<file path="config.mk">
export PLATFORM = sky130hd
export DESIGN_NAME = mem_ctrl
export DESIGN_NICKNAME = d
export VERILOG_FILES = /design/src/rtl/mem_ctrl_pkg.sv /design/src/rtl/mem_ctrl_arb.sv /design/src/rtl/mem_ctrl.sv
export SDC_FILE = /design/constraint.sdc
export NUM_CORES = 1
export LEC_CHECK = 0
export BUFFER_PORTS_ARGS = -buffer_cell sky130_fd_sc_hd__buf_2
export CAP_MARGIN = 20
export CORE_UTILIZATION = 30
export DETAILED_ROUTE_END_ITERATION = 10
export MAX_ROUTING_LAYER = met4
export PLACE_DENSITY_LB_ADDON = 0.05
export SYNTH_ARGS = -nofsm -noshare
export SYNTH_HDL_FRONTEND = slang
export SYNTH_HIERARCHICAL = 1
export SYNTH_SLANG_ARGS = --single-unit
export TNS_END_PERCENT = 5
</file>
<file path="constraint.sdc">
create_clock -name clk -period 3.7 [get_ports clk]
set_input_delay 0.37 -clock clk [delete_from_list [all_inputs] [get_ports clk]]
set_output_delay 0.37 -clock clk [all_outputs]
set_load 0.01 [all_outputs]
</file>
<file path="src/rtl/mem_ctrl_pkg.sv">
// ============================================================================
// Module   : mem_ctrl_pkg
// Brief    : Shared widths, FSM/owner encodings and size helper for mem_ctrl.
// Revision : 1.0 - initial release
// ============================================================================
`default_nettype none

package mem_ctrl_pkg;

    localparam int ADDR_LEN = 32;
    localparam int REG_LEN  = 32;

    // Address bits [17:16] of the memory-mapped I/O window at 0x30000.
    localparam logic [1:0] IO_REGION_HI = 2'b11;

    typedef enum logic [1:0] {
        IDLE = 2'd0,
        BUSY = 2'd1,
        DONE = 2'd2
    } state_t;

    typedef enum logic {
        OWN_IF  = 1'b0,
        OWN_MEM = 1'b1
    } owner_t;

    // Sizes outside 1..4 fall back to a full word.
    function automatic logic [2:0] norm_size(input logic [2:0] n);
        return ((n == 3'd0) || (n > 3'd4)) ? 3'd4 : n;
    endfunction

endpackage

`default_nettype wire

</file>
<file path="src/rtl/mem_ctrl_arb.sv">
// ============================================================================
// Module   : mem_ctrl_arb
// Brief    : Combinational IF/MEM arbiter; MEM has priority, I/O stores may
//            be held off by a full I/O buffer.
// Revision : 1.0 - initial release
// ============================================================================
`default_nettype none

module mem_ctrl_arb
    import mem_ctrl_pkg::*;
(
    input  state_t       state,
    input  logic         if_req,
    input  logic         mem_load,
    input  logic         mem_store,
    input  logic [1:0]   mem_region,
    input  logic         io_full,
    output logic         grant,
    output owner_t       owner
);

    logic w_mem_req;
    logic w_io_hold;

    assign w_mem_req = mem_load | mem_store;
    // A held-off store keeps MEM owning the port, so IF cannot slip in.
    assign w_io_hold = mem_store && io_full && (mem_region == IO_REGION_HI);

    always_comb begin
        grant = 1'b0;
        owner = OWN_IF;
        if (w_mem_req) begin
            owner = OWN_MEM;
        end
        if (state == IDLE) begin
            grant = w_mem_req ? !w_io_hold : if_req;
        end
    end

endmodule

`default_nettype wire

</file>
<file path="src/rtl/mem_ctrl.sv">
// ============================================================================
// Module   : mem_ctrl
// Brief    : Byte-serial RAM controller for IF fetches and MEM loads/stores.
// Optional : MEM_CTRL_IO_STALL_EN adds io_buffer_full and I/O store stalls.
// Revision : 1.0 - initial release
// ============================================================================
`default_nettype none

module mem_ctrl
    import mem_ctrl_pkg::*;
(
    input  logic                clk,
    input  logic                rst,
    input  logic                rdy,
    input  logic                if_req,
    input  logic [ADDR_LEN-1:0] if_addr,
    output logic [REG_LEN-1:0]  if_data,
    output logic                if_done,
    input  logic                mem_load,
    input  logic                mem_store,
    input  logic [ADDR_LEN-1:0] mem_addr,
    input  logic [2:0]          mem_nbytes,
    input  logic [REG_LEN-1:0]  mem_wdata,
    output logic [REG_LEN-1:0]  mem_rdata,
    output logic                mem_done,
    input  logic [7:0]          ram_din,
    output logic [7:0]          ram_dout,
    output logic [ADDR_LEN-1:0] ram_a,
    output logic                ram_wr
`ifdef MEM_CTRL_IO_STALL_EN
    ,
    input  logic                io_buffer_full
`endif
);

    state_t                r_state;
    state_t                w_state_nxt;
    owner_t                r_owner;
    owner_t                w_owner;
    logic                  w_grant;
    logic                  r_store;
    logic [2:0]            r_size;
    logic [2:0]            r_cnt;
    logic [2:0]            w_cnt_nxt;
    logic [1:0]            w_cap_idx;
    logic [ADDR_LEN-1:0]   r_base;
    logic [ADDR_LEN-1:0]   w_addr;
    logic [REG_LEN-1:0]    r_wdata;
    logic [REG_LEN-1:0]    r_data;
    logic                  w_io_full;
    logic                  w_io_block;

`ifdef MEM_CTRL_IO_STALL_EN
    assign w_io_full = io_buffer_full;
`else
    assign w_io_full = 1'b0;
`endif

    mem_ctrl_arb u_arb (
        .state      (r_state),
        .if_req     (if_req),
        .mem_load   (mem_load),
        .mem_store  (mem_store),
        .mem_region (mem_addr[17:16]),
        .io_full    (w_io_full),
        .grant      (w_grant),
        .owner      (w_owner)
    );

    assign w_addr     = r_base + {29'd0, r_cnt};
    assign w_io_block = w_io_full && (w_addr[17:16] == IO_REGION_HI);
    // Byte returned now belongs to the address issued one step earlier.
    assign w_cap_idx  = r_cnt[1:0] - 2'd1;

    always_ff @(posedge clk or posedge rst) begin
        if (rst) begin
            r_state <= IDLE;
            r_cnt   <= 3'd0;
        end else if (rdy) begin
            r_state <= w_state_nxt;
            r_cnt   <= w_cnt_nxt;
        end
    end

    always_comb begin
        w_state_nxt = r_state;
        w_cnt_nxt   = r_cnt;
        case (r_state)
            IDLE: begin
                if (w_grant) begin
                    w_state_nxt = BUSY;
                    w_cnt_nxt   = 3'd0;
                end
            end
            BUSY: begin
                if (r_store) begin
                    if (!w_io_block) begin
                        w_cnt_nxt = r_cnt + 3'd1;
                        if (r_cnt == r_size - 3'd1) begin
                            w_state_nxt = DONE;
                        end
                    end
                end else begin
                    w_cnt_nxt = r_cnt + 3'd1;
                    if (r_cnt == r_size) begin
                        w_state_nxt = DONE;
                    end
                end
            end
            DONE:    w_state_nxt = IDLE;
            default: w_state_nxt = IDLE;
        endcase
    end

    always_ff @(posedge clk or posedge rst) begin
        if (rst) begin
            r_owner <= OWN_IF;
            r_store <= 1'b0;
            r_size  <= 3'd0;
            r_base  <= '0;
            r_wdata <= '0;
            r_data  <= '0;
        end else if (rdy) begin
            if ((r_state == IDLE) && w_grant) begin
                r_owner <= w_owner;
                r_store <= (w_owner == OWN_MEM) && mem_store;
                r_size  <= (w_owner == OWN_MEM) ? norm_size(mem_nbytes) : 3'd4;
                r_base  <= (w_owner == OWN_MEM) ? mem_addr : if_addr;
                r_wdata <= mem_wdata;
                r_data  <= '0;
            end else if ((r_state == BUSY) && !r_store && (r_cnt != 3'd0)) begin
                r_data[{w_cap_idx, 3'b000} +: 8] <= ram_din;
            end
        end
    end

    always_comb begin
        ram_a    = '0;
        ram_dout = 8'd0;
        ram_wr   = 1'b0;
        if (r_state == BUSY) begin
            ram_a = w_addr;
            if (r_store) begin
                ram_dout = r_wdata[{r_cnt[1:0], 3'b000} +: 8];
                ram_wr   = rdy && !w_io_block;
            end
        end
    end

    assign if_done   = (r_state == DONE) && (r_owner == OWN_IF);
    assign mem_done  = (r_state == DONE) && (r_owner == OWN_MEM);
    assign if_data   = if_done  ? r_data : '0;
    assign mem_rdata = mem_done ? r_data : '0;

endmodule

`default_nettype wire

</file>
After elaboration in Yosys (flattened, before gate mapping)
Index checks and enable logic that the tools add are counted.
{"block": "word_totals", "latchBits": 0, "mem_bits_ro": 0, "regBits": 106, "input_bits": 113, "out_inout_bits": 107, "ram_bits": 0, "n_memories": 0, "elab_cells": 66}
{"block": "classes", "bitwise": 2, "muxes": 23, "addsub": 5, "order_cmp": 1, "n_shift": 3, "multipliers": 0, "n_eq_ne": 7, "n_reduce_logical": 17, "div": 0}
{"cell": "$mux 32", "count": 6}
{"cell": "$add 32x3->32", "count": 1}
{"cell": "$bwmux 32", "count": 1}
{"cell": "$shift 8x7->32 const A", "count": 1}
{"cell": "$shiftx 32x6->8", "count": 1}
{"cell": "$shiftx 8x7->32", "count": 1}
{"cell": "$mux 8", "count": 2}
{"cell": "$mux 3", "count": 3}
{"cell": "$mux 2", "count": 4}
{"cell": "$neg 5->7", "count": 1}
{"cell": "$eq 3x3->1", "count": 2}
{"cell": "$logic_and 1x1->1", "count": 6}
{"cell": "$ne 3x3->1 const B", "count": 2}
{"cell": "$pmux 3 s2", "count": 1}
{"cell": "$mux 1", "count": 5}
{"cell": "$pmux 2 s2", "count": 1}
{"cell": "$reduce_and 2->1", "count": 2}
{"cell": "$reduce_and 4->1", "count": 1}
{"cell": "$reduce_bool 2->1", "count": 2}
{"cell": "$add 3x1->3 const B", "count": 1}
{"cell": "$gt 3x3->1 const B", "count": 1}
{"cell": "$logic_not 3->1", "count": 1}
{"cell": "$reduce_and 3->1", "count": 1}
{"cell": "$reduce_bool 3->1", "count": 1}
{"cell": "other kinds (10)", "count": 10}

Depth between registers and ports, before layout
Gate-level depths: netlist of the first run.
{"block": "logic_depth", "depth_word": 6, "mapped_depth": 10, "mapped_depth_nobuf": 8}

Cells and area by module
Netlist of the first run, hierarchy kept.
{"module": "mem_ctrl", "area_each_um2": 6024.5, "seq_area_each_um2": 2652.5, "cells_each": 686, "instances": 1}
{"module": "mem_ctrl_arb", "area_each_um2": 32.5, "seq_area_each_um2": 0.0, "cells_each": 4, "instances": 1}

Worst setup path before layout of the first run
Ideal clock, no wire load.
{"block": "synth_path", "kind": "reg-to-output", "startpoint": "register r_cnt[1]", "endpoint": "output port ram_a[10]", "required_ns": 3.330, "n_path_buf": 1, "slack_ns": 0.971, "path_stages_with_launch": 8, "arrival_time_ns": 2.359, "path_cell_list": "dfrtp_1 > buf_1 > inv_1 > fa_1 > nor2b_1 > o211ai_1 > or3_1 > a21oi_1"}
{"block": "synth_via", "elab_chain_len": 2}
{"item": "start: declaration", "line_no": "mem_ctrl.sv:43", "source": "logic [2:0] r_cnt;"}
{"item": "start signal: assignment", "line_no": "mem_ctrl.sv:81", "source": "r_cnt <= w_cnt_nxt;"}
{"item": "$add 32x3->32", "line_no": "mem_ctrl.sv:70", "source": "assign w_addr = r_base + {29'd0, r_cnt};"}
{"item": "$mux 32", "line_no": "mem_ctrl.sv:141", "source": "if (r_state == BUSY) begin"}
{"item": "end: declaration", "line_no": "mem_ctrl.sv:28", "source": "output logic [ADDR_LEN-1:0] ram_a,"}
Every way passes these cells.

Final worst setup path of the first run
{"block": "layout_path", "startpoint": "register r_cnt[2]", "endpoint": "output port ram_a[31]"}
The elaborated chain is that of the path after synthesis.

==> impl_metrics.tcl, run 1 <==
set metrics [dict create \
    run_status "finished clean" \
    synthesis.instances 690 \
    power.leakage_nw 4.062 \
    die_area_um2 20760 \
    arrival_ps 2680 \
    end_kind "output pin" \
    yosysMostFrequentCell "sky130_fd_sc_hd__nand2_1" \
    ir_drop_v 0.0003035 \
    layout.cells.non_filler 1159 \
    groute.usage.overall 0.1719 \
    cell_area_synth_um2 6057 \
    num-fill-cells 2065 \
    synthFlopType "sky130_fd_sc_hd__dfrtp_1" \
    placement_rows 51 \
    postRouteWirelength_um 17230 \
    worst_slew_margin_rel 0.2772 \
    final_period_demand_of_the_worst_path_ps 3050 \
    cts_max_path_buffers 2 \
    place_congestion 0.7785 \
    cts_hold_repair.buffers 0 \
    antenna_found_initial 0 \
    syn-mean-instance-area_um2 8.778 \
    synth_nets 814 \
    grt_first_pass_wirelength_um 26470 \
    final.setup.tns_ps 0 \
    yosysWarningCount 6 \
    routed_via_density 4.669 \
    initialDrtViolationCount 205 \
    asyncSetResetFlopFracSynth 1.000 \
    clock_pin_slew_reported_for_the_worst_setup_and_hold_paths_after_clock_tree_synthesis_ps 70 \
    place.detailed.instances 1143 \
    ctsHtreeMaxLevel 3 \
    cp_cell_sequence "ha_1 > o21ai_1 > or2_1 > or3_1 > o41ai_1 > buf_2" \
    cpLargestDelayFamily "simple AND/OR/NAND/NOR gates" \
    max_freq_mhz 327.9 \
    design_power_total_w 0.004799 \
    path_buf_inv 1 \
    drv_cap 0 \
    drt-wirelength-per-cell_um 14.87 \
    initial_core_util 0.3082 \
    final_core_utilization 0.3934 \
    insertion_delay_ps 350 \
    nets 1013 \
    port-buffer-count 219 \
    crit_required_ps 3330 \
    path_max_fanout 7 \
    design.core.area_um2 19650 \
    ys_ff_latch 106 \
    grt_start_max_net_pins 107 \
    width_of_the_chip_um 144.1 \
    report.final.slew_viol_count 0 \
    netlist.top_cell.by_area "sky130_fd_sc_hd__dfrtp_1" \
    antennaDiodeCount 0 \
    drive_gt1_frac 0.2908 \
    drt_pre_antenna_iters 4 \
    holdCritPathClass "in2async" \
    critical_path_class "reg2out" \
    cts_inserted_buffers 9 \
    cp_slowest_cell "sky130_fd_sc_hd__o41ai_1" \
    vias_in_the_first_global_route 5024 \
    final_antenna_net_count 0 \
    clock-root-buffer "sky130_fd_sc_hd__clkbuf_16" \
    netlist-cell-type-count 52 \
    unrepaired_setup_endpoints_after_global_routing "false" \
    tritoncts "done" \
    cts.sink_count 106 \
    hold-worst-slack_ps 138.1 \
    vias 5411 \
    slew_at_the_pin_closest_to_its_max_slew_limit_ps 1084 \
    setup-violations-final 0 \
    synth_largest_type_area_fraction 0.4379 \
    power.density_nw_per_um2 620.7 \
    chipHeight_um 144.1 \
    layout_overhead_on_the_synthesized_area_pct 27.64 \
    top_level_ports 220 \
    cp_slowest_stage_delay_ps 510 \
    synth.cells.most_frequent "sky130_fd_sc_hd__nand2_1, sky130_fd_sc_hd__dfrtp_1, sky130_fd_sc_hd__and2_1, sky130_fd_sc_hd__o21ai_0, sky130_fd_sc_hd__clkbuf_1" \
    synth_area_leaders "sky130_fd_sc_hd__dfrtp_1, sky130_fd_sc_hd__nand2_1, sky130_fd_sc_hd__and2_1" \
    grt_overflow_total 0 \
    start_kind "register" \
    synth_edf_count 0 \
    synth-seq-area-share 0.4379 \
    cts_setup_buffers 0 \
    place_hpwl_um 12650 \
    post-route-drc-count 0 \
    final_min_period_over_clock_period 0.8243 \
    timing.clock.skew_ps 6.706 \
    hold_viol 0 \
    ctsResizeCount 0 \
]
per-stage QoR:
step / worst slack [ps] / area [um^2]
after floorplan: 541.1 / 6057
after global placement: 921.9 / 7437
after detailed placement: 862.1 / 7437
after CTS: 633.7 / 7731
after global routing: 461.8 / 7731
final: 650.1 / 7731
layer usage:
layer | track usage | up-vias | part of all wire
met2 | 0.2736 | 143 | 0.47
met3 | 0.02649 | 11 | 0.041
met1 | 0.2307 | 2535 | 0.48
met5 | - | - | 0
li1 | - | 2722 | -
met4 | 0.03583 | 0 | 0.0079
where the power goes:
group | internal, W | switching [W]
registers | 0.00160 | 0.000429
logic | 0.000790 | 0.00102
clock network | 0.000527 | 0.000433
total | 0.00292 | 0.00188
area by class of cell:
class | instances | area (um^2) | share of cell area
clock inverter | 6 | 65.06 | 0.008416
sequential | 106 | 2653 | 0.3431
multi-input combinational | 531 | 3222 | 0.4167
inverter | 12 | 47.55 | 0.006150
timing repair buffer | 229 | 1184 | 0.1531
clock buffer | 10 | 229.0 | 0.02962
tap | 265 | 331.6 | 0.04289
cells in the final DEF (no fill, tap or decap), types with 2 or more instances in the layout:
master	n
sky130_fd_sc_hd__nor3_1	11
sky130_fd_sc_hd__or2_2	2
sky130_fd_sc_hd__nand2b_1	2
sky130_fd_sc_hd__nor3b_2	2
sky130_fd_sc_hd__nand3_1	7
sky130_fd_sc_hd__dfrtp_1	106
sky130_fd_sc_hd__mux2i_1	32
sky130_fd_sc_hd__nor4_1	6
sky130_fd_sc_hd__xor2_1	11
sky130_fd_sc_hd__and4_1	5
sky130_fd_sc_hd__o21ai_1	6
sky130_fd_sc_hd__buf_4	9
sky130_fd_sc_hd__o211ai_1	3
sky130_fd_sc_hd__xnor2_1	17
sky130_fd_sc_hd__or3_1	4
sky130_fd_sc_hd__a31oi_1	2
sky130_fd_sc_hd__mux4_2	8
sky130_fd_sc_hd__nor2_1	31
sky130_fd_sc_hd__a211oi_1	2
sky130_fd_sc_hd__and2_1	66
sky130_fd_sc_hd__clkbuf_16	9
sky130_fd_sc_hd__and3_1	13
sky130_fd_sc_hd__nor2b_1	5
sky130_fd_sc_hd__o21ai_0	60
sky130_fd_sc_hd__buf_2	219
sky130_fd_sc_hd__a22o_1	17
sky130_fd_sc_hd__inv_1	11
sky130_fd_sc_hd__nand4_1	5
sky130_fd_sc_hd__clkinv_2	2
sky130_fd_sc_hd__a21oi_1	3
sky130_fd_sc_hd__nand2_1	181
sky130_fd_sc_hd__ha_1	10
cells by family (layout without fill, tap and decap cells):
group | Yosys count | in the layout | share of synthesized area
adders and majority gates | 11 | 11 | 0.02396
buffers and inverters | 53 | 257 | 0.03367
and+or+nand+nor | 350 | 350 | 0.2797
DFF | 106 | 106 | 0.4379
other | 1 | 1 | 0.0006191
xor gates and xnor gates | 28 | 28 | 0.04049
AOI/OAI and AO/OA | 101 | 101 | 0.1010
muxes | 40 | 40 | 0.08263
worst min-delay path, delay by kind of cell:
family	cells	cell delay [ps]
buffers and inverters	3	570
sequential cells by signal, summed over array words and instances, names as in the netlist:
name and cells:
r_wdata 32, r_state 2, r_owner 1, r_data 32, r_store 1, r_cnt 3
r_size 3, r_base 32
path summary, 6_finish.rpt:
check / depth (start not counted) / start / to / slack (ps)
max in group asynchronous: 3 / rst / r_data[6] / 3080
min in group clk: 3 / mem_wdata[28] / r_wdata[28] / 200
worst min-delay path: 3 / rst / r_base[22] / 140
worst max-delay path: 6 / r_cnt[2] / ram_a[31] / 650
worst min register to register: 2 / r_wdata[17] / r_wdata[17] / 470
worst max register to register: 5 / r_state[0] / r_data[21] / 860
No activity file was read; power rests on OpenSTA's default activity.
==> run 2: changes to the inputs <==
==> constraint.sdc (replaced) <==
create_clock -name clk -period 3.1 [get_ports clk]
set_input_delay 0.31 -clock clk [delete_from_list [all_inputs] [get_ports clk]]
set_output_delay 0.31 -clock clk [all_outputs]
set_load 0.01 [all_outputs]
==> run 2 against run 1 <==
  * Critical path depth stayed put
  * Total power is 21% higher
  * Sequential cell count is the same
  * Cell count rose by 0.43%
  * Sequential share of layout area decreased by 0.26 points
  * Highest routed layer unchanged
==> impl_metrics.tcl, run 2 (same netlist as run 1, synthesis figures left out) <==
set metrics [dict create \
    groute.usage.overall 0.1741 \
    cts.sink_count 106 \
    power.leakage_nw 4.095 \
    hold_viol 0 \
    ctsHtreeMaxLevel 3 \
    drt_pre_antenna_iters 4 \
    antennaDiodeCount 0 \
    layout_commonest_cell "sky130_fd_sc_hd__buf_2" \
    layout.cells.most_common_list "sky130_fd_sc_hd__buf_2, sky130_fd_sc_hd__nand2_1, sky130_fd_sc_hd__dfrtp_1" \
    largestRegisters "r_base (32), r_data (32), r_wdata (32)" \
    placement_rows 51 \
    final_min_period_over_clock_period 0.9769 \
    place_hpwl_um 12780 \
    path_max_fanout 5 \
    power.density_nw_per_um2 744.2 \
    initialDrtViolationCount 288 \
    timing.clock.skew_ps 6.795 \
    start_kind "register" \
    unrepaired_setup_endpoints_after_global_routing "true" \
    final_core_utilization 0.3964 \
    arrival_ps 2720 \
    cp_slowest_stage_delay_ps 600 \
    routed_via_density 4.697 \
    insertion_delay_ps 350 \
    clock-root-buffer "sky130_fd_sc_hd__clkbuf_16" \
    vias 5467 \
    p_int_w 0.003536 \
    cp_cell_sequence "ha_1 > o21ai_1 > or2_1 > or3_1 > o41ai_1 > buf_2" \
    cp_slowest_cell "sky130_fd_sc_hd__o41ai_1" \
    design.core.area_um2 19650 \
    cts_setup_buffers 0 \
    design_power_total_w 0.005797 \
    final_period_demand_of_the_worst_path_ps 3028 \
    place_congestion 0.7414 \
    cts_max_path_buffers 2 \
    max_freq_mhz 330.2 \
    grt_first_pass_wirelength_um 26860 \
    run_status "finished clean" \
    drive_gt1_frac 0.2992 \
    worst_slew_margin_rel 0.2680 \
    postRouteWirelength_um 17180 \
    critical_path_class "reg2out" \
    power.share.switching 0.3900 \
    chipHeight_um 144.1 \
    tritoncts "done" \
    slew_at_the_pin_closest_to_its_max_slew_limit_ps 1098 \
    nets 1018 \
    cts_inserted_buffers 9 \
    drt-wirelength-per-cell_um 14.76 \
    num-fill-cells 2027 \
    vias_in_the_first_global_route 5151 \
    width_of_the_chip_um 144.1 \
    clock_pin_slew_reported_for_the_worst_setup_and_hold_paths_after_clock_tree_synthesis_ps 70 \
    setup-violations-final 0 \
    port-buffer-count 219 \
    antenna_found_initial 0 \
    crit_required_ps 2790 \
    report.final.slew_viol_count 0 \
    rr_worst_depth 6 \
    final_antenna_net_count 0 \
    die_area_um2 20760 \
    holdCritPathClass "in2async" \
    drv_cap 0 \
    initial_core_util 0.3082 \
    sequential_power_share 0.414 \
    layout_overhead_on_the_synthesized_area_pct 28.61 \
    end_kind "output pin" \
    power.combinational.fraction 0.383 \
    ir_drop_v 0.0003848 \
    post-route-drc-count 0 \
    clock_power_share 0.203 \
    power_switching_w 0.002261 \
    grt_overflow_total 0 \
    top_level_ports 220 \
    final.setup.tns_ps 0 \
    grt_start_max_net_pins 101 \
]
## run 2: changes by cell type in the layout (fill, tap and decap cells not counted)
cell / previous run / this run
sky130_fd_sc_hd__nor3b_2: 2 / 3
sky130_fd_sc_hd__nor2b_2: 0 / 1
sky130_fd_sc_hd__clkbuf_8: 0 / 1
sky130_fd_sc_hd__clkbuf_1: 1 / 0
sky130_fd_sc_hd__o21ai_2: 0 / 1
sky130_fd_sc_hd__nor3b_1: 1 / 0
sky130_fd_sc_hd__buf_4: 9 / 14
sky130_fd_sc_hd__nor2b_1: 5 / 4
sky130_fd_sc_hd__o21ai_1: 6 / 5
## run 2: per-layer routing
metal	vias to the layer above	routed length (um)	global-route usage
met5	-	0	-
met4	0	90	0.02352
met3	7	966	0.03907
met2	156	8031	0.2779
met1	2566	8088	0.2301
li1	2738	-	-
## run 2: layout make-up
cell class              instances  area [um^2]  share of cell area
multi-input cells             531         3233              0.4150
flip-flops and latches        106         2653              0.3405
repair buffers                234         1221              0.1568
well taps                     265        331.6             0.04256
clock buffers                  10        239.0             0.03068
clock inverters                 6        65.06            0.008352
inverters                      12        47.55            0.006103
## run 2: worst max-delay path, delay by kind of cell, from the launching register on
family	cells	cell delay (ps)
fa+ha+maj	1	370
compound gates	2	690
flops	1	450
buf+inv	1	230
simple gates	2	630
## run 2: power by group through the flow
stage	clock [W]	sequential (W)	combinational [W]
floorplan	0	0.00225	0.00162
global placement	0	0.00240	0.00221
detailed placement	0	0.00242	0.00226
CTS	0.00122	0.00240	0.00227
global route	0.00128	0.00250	0.00255
finish	0.00118	0.00240	0.00222
## run 2: worst paths after layout
kind	from	to	slack, ps
worst min-delay path	rst	r_base[22]	80
worst max register to register	r_state[1]	r_size[0]	610
worst max-delay path	r_cnt[2]	ram_a[31]	70
max in group asynchronous	rst	r_base[26]	2170
min in group clk	mem_wdata[12]	r_wdata[12]	140
worst min register to register	r_wdata[21]	r_wdata[21]	470
## run 2: through the flow
step	instance area (um^2)	hold WS, ps	worst slack (ps)	instances
2_1_floorplan	6057	415.4	1.108	690
3_3_place_gp	7475	455.0	420.1	1148
3_5_place_dp	7475	461.1	346.4	1148
4_1_cts	7779	118.2	112.1	1164
5_1_grt	7790	133.7	-23.13	1164
6_report	7790	77.47	71.74	1164
## run 2: what timing repair did
action	4_1_cts	5_1_grt
setup endpoints to repair	0	15
resized for setup	0	3
hold buffers	0	0
==> run 3: changes to the inputs <==
--- a/config.mk
+++ b/config.mk
@@ -6,11 +6,12 @@
 export NUM_CORES = 1
 export LEC_CHECK = 0
 export BUFFER_PORTS_ARGS = -buffer_cell sky130_fd_sc_hd__buf_2
-export CAP_MARGIN = 20
+export CAP_MARGIN = 10
 export CORE_UTILIZATION = 30
 export DETAILED_ROUTE_END_ITERATION = 10
 export MAX_ROUTING_LAYER = met4
 export PLACE_DENSITY_LB_ADDON = 0.05
+export RECOVER_POWER = 50
 export SYNTH_ARGS = -nofsm -noshare
 export SYNTH_HDL_FRONTEND = slang
 export SYNTH_HIERARCHICAL = 1
==> run 3 against run 2 <==
  * Non-clock buffer count is the same
  * Maximum frequency shrank 0.89%
  * Combinational power is essentially flat
  * Sequential cell count is the same
  * Via count grew 0.16%
  * Critical path type unchanged
  * Sequential share of layout area grew 0.28 points
  * First-iteration DRC count grew 16%
  * Clock-buffer cell count is the same
  * Die area is the same
  * The run now ends with max-capacitance violations, max-slew violations left
  * Core utilization shrank 0.32 points
==> impl_metrics.tcl, run 3 (same netlist as run 1, synthesis figures left out) <==
set metrics [dict create \
    nets 1018 \
    design.core.area_um2 19650 \
    power.density_nw_per_um2 746.1 \
    worst_slew_margin_rel -0.5132 \
    final_antenna_net_count 0 \
    antennaDiodeCount 0 \
    cts_setup_buffers 0 \
    top_level_ports 220 \
    width_of_the_chip_um 144.1 \
    tritoncts "done" \
    cts_max_path_buffers 2 \
    largestRegisters "r_base (32), r_data (32), r_wdata (32)" \
    ir_drop_v 0.0003749 \
    slew_at_the_pin_closest_to_its_max_slew_limit_ps 2270 \
    num-fill-cells 2051 \
    drv_cap 1 \
    dpl-instance-area_um2 7475 \
    grt_overflow_total 0 \
    grt_start_max_net_pins 101 \
    initial_core_util 0.3082 \
    grt_first_pass_wirelength_um 26860 \
    routed_via_density 4.704 \
    max_freq_mhz 327.3 \
    hold-worst-slack_ps 145.6 \
    final_min_period_over_clock_period 0.9857 \
    setup-violations-final 0 \
    run_status "complete, but fails checks" \
    layout_overhead_on_the_synthesized_area_pct 27.56 \
    path_buf_inv 1 \
    final_cell_area_um2 7726 \
    groute.usage.overall 0.1741 \
    cpLargestDelayFamily "compound AO/OA/AOI/OAI gates" \
    power.leakage_nw 3.944 \
    die_area_um2 20760 \
    cts_hold_repair.buffers 0 \
    cp_slowest_stage_delay_ps 620 \
    design_power_total_w 0.005764 \
    arrival_ps 2750 \
    start_kind "register" \
    unrepaired_setup_endpoints_after_global_routing "true" \
    end_kind "output pin" \
    initialDrtViolationCount 333 \
    timing.clock.skew_ps 6.468 \
    clock-root-buffer "sky130_fd_sc_hd__clkbuf_16" \
    drt-wirelength-per-cell_um 14.81 \
    cts.sink_count 106 \
    post-route-drc-count 0 \
    drive_gt1_frac 0.2625 \
    insertion_delay_ps 350 \
    layout.cells.most_common_list "sky130_fd_sc_hd__buf_2, sky130_fd_sc_hd__nand2_1, sky130_fd_sc_hd__dfrtp_1" \
    crit_required_ps 2790 \
    vias_in_the_first_global_route 5151 \
    cp_cell_sequence "ha_1 > o21ai_1 > or2_1 > or3_1 > o41ai_1 > buf_2" \
    cp_slowest_cell "sky130_fd_sc_hd__o41ai_1" \
    cts_inserted_buffers 9 \
    path_max_fanout 5 \
    final_period_demand_of_the_worst_path_ps 3056 \
    holdCritPathClass "in2reg" \
    layout_commonest_cell "sky130_fd_sc_hd__buf_2" \
    clock_pin_slew_reported_for_the_worst_setup_and_hold_paths_after_clock_tree_synthesis_ps 70 \
    place_hpwl_um 12780 \
    critical_path_class "reg2out" \
    placement_rows 51 \
    postRouteWirelength_um 17240 \
    chipHeight_um 144.1 \
    antenna_found_initial 0 \
    violated_checks "max-capacitance violations, max-slew violations" \
    place_congestion 0.7414 \
    drt_pre_antenna_iters 4 \
    ctsHtreeMaxLevel 3 \
    report.final.slew_viol_count 62 \
    vias 5476 \
    port-buffer-count 219 \
    hold_viol 0 \
]
run 3: cell count changes in the layout (fill, tap and decap cells not counted):
cell	before	now
sky130_fd_sc_hd__clkbuf_1	0	31
sky130_fd_sc_hd__buf_2	219	192
sky130_fd_sc_hd__and2_0	0	13
sky130_fd_sc_hd__and2_1	66	53
sky130_fd_sc_hd__buf_4	14	6
sky130_fd_sc_hd__clkbuf_2	0	3
sky130_fd_sc_hd__clkbuf_4	0	1
sky130_fd_sc_hd__inv_1	11	12
sky130_fd_sc_hd__inv_4	1	0
sky130_fd_sc_hd__nor3b_1	0	1
sky130_fd_sc_hd__nor3b_2	3	2
run 3: worst min-delay path: stages:
cell                      delay, ps
sky130_fd_sc_hd__buf_2           70
sky130_fd_sc_hd__nand2_1         40
sky130_fd_sc_hd__nand2_1         40
run 3: stage by stage:
stage	setup TNS [ps]	instances	util	worst slack, ps
5_1_grt	-23.13	1164	0.3931	-23.13
3_3_place_gp	0	1148	0.3803	420.1
2_1_floorplan	0	690	-	1.108
3_5_place_dp	0	1148	0.3803	346.4
4_1_cts	0	1164	0.3958	112.1
6_report	0	1164	0.3931	44.42
run 3: repair_timing:
action,4_1_cts,5_1_grt
endpoints found under the hold margin,0,0
resized for setup,0,3
setup endpoints to repair,0,15
run 3: path summary, 6_finish.rpt:
path / startpoint / to / slack [ps] / cells past startpoint
max: r_cnt[2] / ram_a[31] / 40 / 6
min: mem_wdata[12] / r_wdata[12] / 150 / 3
max reg2reg: r_state[1] / r_size[0] / 620 / 6
min reg2reg: r_wdata[21] / r_wdata[21] / 470 / 2
max in group asynchronous: rst / r_base[26] / 770 / 3
min in group asynchronous: rst / r_base[21] / 730 / 2
run 3: layout make-up:
cell class | count | area, um^2 | area share
multi-input cells | 531 | 3228 | 0.4178
flip-flops and latches | 106 | 2653 | 0.3433
repair buffers | 234 | 1165 | 0.1508
well taps | 265 | 331.6 | 0.04291
clock buffers | 10 | 239.0 | 0.03093
clock inverters | 6 | 65.06 | 0.008421
inverters | 12 | 45.04 | 0.005830
run 3: per-layer routing:
| metal | share of wire | vias to the layer above | global-route usage |
|---|---|---|---|
| li1 | - | 2735 | - |
| met1 | 0.46 | 2571 | 0.2301 |
| met2 | 0.47 | 163 | 0.2779 |
| met3 | 0.064 | 7 | 0.03907 |
| met4 | 0.0053 | 0 | 0.02352 |
| met5 | 0 | - | - |
run 3: where the power goes:
part / switching, W / total, W / internal [W]
combinational: 0.00125 / 0.00219 / 0.000938
clock: 0.000525 / 0.00118 / 0.000650
sequential: 0.000484 / 0.00240 / 0.00191
total: 0.00226 / 0.00576 / 0.00350
